File: config.mk
export PLATFORM = sky130hd
export DESIGN_NAME = uart_receiver
export DESIGN_NICKNAME = d
export VERILOG_FILES = /design/src/rtl/uart_receiver.sv
export SDC_FILE = /design/constraint.sdc
export NUM_CORES = 1
export LEC_CHECK = 0
export ABC_AREA = 1
export BUFFER_PORTS_ARGS = -buffer_cell sky130_fd_sc_hd__buf_2
export CORE_MARGIN = 2
export CORE_UTILIZATION = 50
export CTS_CLUSTER_DIAMETER = 150
export DETAILED_ROUTE_END_ITERATION = 16
export PLACE_DENSITY = 0.65
export REMOVE_ABC_BUFFERS = 1
export SLEW_MARGIN = 25
export SYNTH_ARGS = -nofsm -noshare
export SYNTH_HDL_FRONTEND = slang
export SYNTH_SLANG_ARGS = --single-unit
export TNS_END_PERCENT = 30
File: constraint.sdc
create_clock -name clock -period 1.5 [get_ports clock]
set_clock_uncertainty 0.1 [all_clocks]
set_input_delay 0.225 -clock clock [delete_from_list [all_inputs] [get_ports clock]]
set_output_delay 0.225 -clock clock [all_outputs]
set_load 0.05 [all_outputs]
File: src/rtl/uart_receiver.sv
// 8N1 UART receiver: double-synchronised rx, mid-bit sampling, one-cycle valid or
// framing-error pulse per frame, and a BREAK state that absorbs a held-low line.
module uart_receiver #(
  parameter int CLKS_PER_BIT = 16
) (
  input  logic       clock,
  input  logic       reset_n,
  input  logic       rx,
  output logic [7:0] serial_input_data,
  output logic       serial_input_valid,
  output logic       framing_error
);

  localparam int HALF_BIT = CLKS_PER_BIT / 2;
  localparam int CNT_W    = $clog2(CLKS_PER_BIT);

  localparam logic [CNT_W-1:0] HALF_LAST = CNT_W'(HALF_BIT - 1);
  localparam logic [CNT_W-1:0] BIT_LAST  = CNT_W'(CLKS_PER_BIT - 1);

  typedef enum logic [2:0] {
    S_IDLE,
    S_START,
    S_DATA,
    S_STOP,
    S_BREAK
  } state_t;

  state_t           state, state_nxt;
  logic [CNT_W-1:0] clk_cnt, clk_cnt_nxt;
  logic [2:0]       bit_cnt, bit_cnt_nxt;
  logic [7:0]       shift, shift_nxt;
  logic [7:0]       data_nxt;
  logic             valid_nxt;
  logic             error_nxt;
  logic             rx_meta;
  logic             rx_s;

  // The line idles high, so the synchroniser resets to 1 to avoid a false start.
  always_ff @(posedge clock) begin
    // NOTE: sequential state uses non-blocking assignments so every flop samples
    // pre-edge values; blocking here would chain rx_meta straight into rx_s.
    if (!reset_n) begin
      rx_meta <= 1'b1;
      rx_s    <= 1'b1;
    end else begin
      rx_meta <= rx;
      rx_s    <= rx_meta;
    end
  end

  always_ff @(posedge clock) begin
    if (!reset_n) begin
      state              <= S_IDLE;
      clk_cnt            <= '0;
      bit_cnt            <= '0;
      shift              <= '0;
      serial_input_data  <= '0;
      serial_input_valid <= 1'b0;
      framing_error      <= 1'b0;
    end else begin
      state              <= state_nxt;
      clk_cnt            <= clk_cnt_nxt;
      bit_cnt            <= bit_cnt_nxt;
      shift              <= shift_nxt;
      serial_input_data  <= data_nxt;
      serial_input_valid <= valid_nxt;
      framing_error      <= error_nxt;
    end
  end

  always_comb begin
    // NOTE: every output of this block gets a default first; a path that leaves one
    // unassigned would infer a latch.
    state_nxt   = state;
    clk_cnt_nxt = clk_cnt;
    bit_cnt_nxt = bit_cnt;
    shift_nxt   = shift;
    data_nxt    = serial_input_data;
    valid_nxt   = 1'b0;
    error_nxt   = 1'b0;

    unique case (state)
      S_IDLE: begin
        if (!rx_s) begin
          state_nxt   = S_START;
          clk_cnt_nxt = '0;
        end
      end

      // Re-check at mid start bit so short glitches are rejected.
      S_START: begin
        if (clk_cnt == HALF_LAST) begin
          clk_cnt_nxt = '0;
          bit_cnt_nxt = '0;
          state_nxt   = rx_s ? S_IDLE : S_DATA;
        end else begin
          clk_cnt_nxt = clk_cnt + 1'b1;
        end
      end

      S_DATA: begin
        if (clk_cnt == BIT_LAST) begin
          clk_cnt_nxt = '0;
          shift_nxt   = {rx_s, shift[7:1]};
          bit_cnt_nxt = bit_cnt + 1'b1;
          if (bit_cnt == 3'd7) begin
            state_nxt = S_STOP;
          end
        end else begin
          clk_cnt_nxt = clk_cnt + 1'b1;
        end
      end

      // Leaving at mid stop bit leaves half a bit of slack for the next start edge.
      S_STOP: begin
        if (clk_cnt == BIT_LAST) begin
          clk_cnt_nxt = '0;
          if (rx_s) begin
            data_nxt  = shift;
            valid_nxt = 1'b1;
            state_nxt = S_IDLE;
          end else begin
            error_nxt = 1'b1;
            state_nxt = S_BREAK;
          end
        end else begin
          clk_cnt_nxt = clk_cnt + 1'b1;
        end
      end

      S_BREAK: begin
        if (rx_s) begin
          state_nxt = S_IDLE;
        end
      end

      default: state_nxt = S_IDLE;
    endcase
  end

endmodule
==> metrics.yaml <==
clock_network:
  cts_tree: "done"
  cts_max_level: 2
  cts_root_buffer: "clkbuf_4"
  max-clock-path-buffers: 2
  cts_sinks: 30
  clk_pin_slew_ps: 100
  clock_latency_ps: 330
  numCtsBuffers: 5
  postCtsSetupRepairBufs: 0
global_routing:
  grt_max_degree: 21
  grt_pass1_vias: 982
  overflow: 0
  grt_util_all_layers: 0.207
  antenna_found_initial: 0
  grt_pass1_wl_um: 4240
timing:
  relSlewSlack: 0.821
  period_minus_slack_ps: 1410
  hold_viol: 0
  drv_slew: 0
  min_period_over_period: 0.942
  timing.hold.ws_ps: 157
  setup_violations: 0
  worst_pin_slew_ps: 268
  max_freq_mhz: 708
  grt_setup_unrepaired: "false"
  tns_ps: 0
  setup_ws_ps: 87.1
yosys:
  ys_seq_area_frac: 0.466
  async_reset_ff_frac: 0
  yosys.cell_types.count: 24
  synth_most_common_cell: "nor2_1"
  yosys_warnings: 0
  ys.flop_type: "dfxtp_1"
  synthTopCellsByArea: "dfxtp_1 47%, nor2_1 13%, o21ai_0 7.4%"
  synth_area_um2: 1290
  syn_inst: 170
  yosys-top-cells-count: "43 x nor2_1, 30 x dfxtp_1, 24 x nand2_1"
  ys_ff_latch: 30
  syn_avg_cell_area_um2: 7.57
  synth_top_area_frac: 0.466
  yosys.area.top_type: "dfxtp_1"
  synth_edf_count: 0
hold_path:
  hold_class: "in -> reg"
  hp-start: "reset_n"
place:
  place_area_um2: 1400
  dp_cells: 214
  dp_hpwl_um: 1800
  place_ws_ps: -38.4
  io_buffers: 12
  gp_congestion: 0.779
final_layout:
  drive_gt1_frac: 0.278
  synthToLayoutAreaGrowth_pct: 22.0
  nets: 199
  stdcell_area_um2: 1570
  nFillCells: 209
  n_antenna_cell: 0
  final_core_util: 0.640
  fin_cells: 224
pwr:
  powerDensity_nw_per_um2: 1430
  p_leak_nw: 0.746
  net-switching-power_uw: 647
  peakVddDrop_v: 0.00106
  p_comb_frac: 0.213
  seqPwrFrac: 0.409
  p_total_mw: 2.25
  p_int_mw: 1.60
  power_switching_share: 0.288
  pwr-share-clk: 0.378
die:
  coreArea_um2: 2450
  die_w_um: 54.7
  start_util: 0.524
  die-area_um2: 3000
  die_height_um: 54.7
  io_pins: 13
  rows: 18
routing:
  dr_wl_met3_um: 77
  vias_per_cell: 4.92
  dr_wl_met2_um: 1160
  drc: 0
  via_count: 1101
  first_pass_iters: 4
  wl_um: 2640
  top_layer: "met4"
  drtIter0Drc: 17
  ant_nets: 0
  avgRoutedWirePerCell_um: 11.8
  met1_length_um: 1350
flow_run:
  max_cap_violations: 0
critical_path:
  path_max_fanout: 5
  crit_start: "clk_cnt[0]"
  arrival_ps: 1570
  endpoint_kind: "flip-flop"
  reg2reg_from: "clk_cnt[0]"
  crit_path_start_kind: "flip-flop"
  crit_type: "reg -> reg"
  crit_required_ps: 1650
run_status:
  status: "completed"
-- final timing paths --
kind	to	slack [ps]	cells past startpoint
worst max-delay path	bit_cnt[2]	90	8
worst min-delay path	clk_cnt[3]	160	3
worst max register to register	bit_cnt[2]	90	8
worst min register to register	rx_s	320	1
-- cells in the final DEF, fill, tap and decap left out, types with 2 or more instances in the layout --
| master | instances |
|---|---|
| a211oi_1 | 2 |
| nand2_2 | 3 |
| o21ai_1 | 4 |
| ha_1 | 2 |
| clkbuf_4 | 5 |
| or2_2 | 2 |
| nand2_1 | 24 |
| buf_2 | 12 |
| nor2_1 | 41 |
| nand2_4 | 2 |
| nand3_1 | 3 |
| buf_4 | 4 |
| nor3_1 | 2 |
| inv_2 | 4 |
| nor2_4 | 3 |
| inv_1 | 8 |
| dfxtp_1 | 27 |
| a21oi_1 | 8 |
| o21ai_0 | 15 |
| dfxtp_2 | 3 |
| nor2_2 | 6 |
| bufinv_16 | 2 |
-- cell type report --
cell class	instances	area, um2	share of cell area
Inverter	15	60.1	0.0382
Clock inverter	2	60.1	0.0382
Tap cell	30	37.5	0.0239
Clock buffer	6	51.3	0.0327
Timing Repair Buffer	18	111	0.0709
Multi-Input combinational cell	123	646	0.411
Sequential cell	30	604	0.385
-- cells by family after synthesis --
logic type	share of synthesized area
AOI/OAI and AO/OA	0.120
DFF	0.466
adders and majority gates	0.0292
and+or+nand+nor	0.316
buffers and inverters	0.0612
xor gates and xnor gates	0.00680
-- power by group through the flow --
stage,sequential [mW],clock (mW),combinational (mW)
after floorplan,0.911,0,0.340
after global placement,0.915,0,0.441
after detailed placement,0.919,0,0.450
after CTS,0.903,0.867,0.460
after global routing,0.927,0.905,0.546
final,0.918,0.850,0.478
-- repair_timing --
| item | CTS | global route |
|---|---|---|
| gates resized for setup | 6 | 11 |
| pin swaps | 1 | 1 |
| cloned | 1 | 0 |
| endpoints found under the hold margin | 1 | 0 |
| endpoints found under the setup margin | 10 | 15 |
| hold buffers | 1 | 0 |
-- metal layers --
layer	up-vias	global-route usage
li1	589	-
met2	16	0.306
met4	0	0.125
met3	7	0.0574
met1	489	0.266
met5	-	0
-- sequential cells by signal (all words and copies together) (netlist names) --
name / flops
rx_meta: 1
framing_error: 1
bit_cnt: 3
clk_cnt: 4
serial_input_data: 8
serial_input_valid: 1
rx_s: 1
state: 3
shift: 8
-- worst max-delay path, stage by stage (launching register included) --
cell and delay [ps]:
dfxtp_2 360, ha_4 150, nand2_4 70, inv_4 80, nand2_4 70, nor2_4 180
buf_4 150, nand2_1 40, a21oi_1 130
No activity file was read; power rests on OpenSTA's default activity.
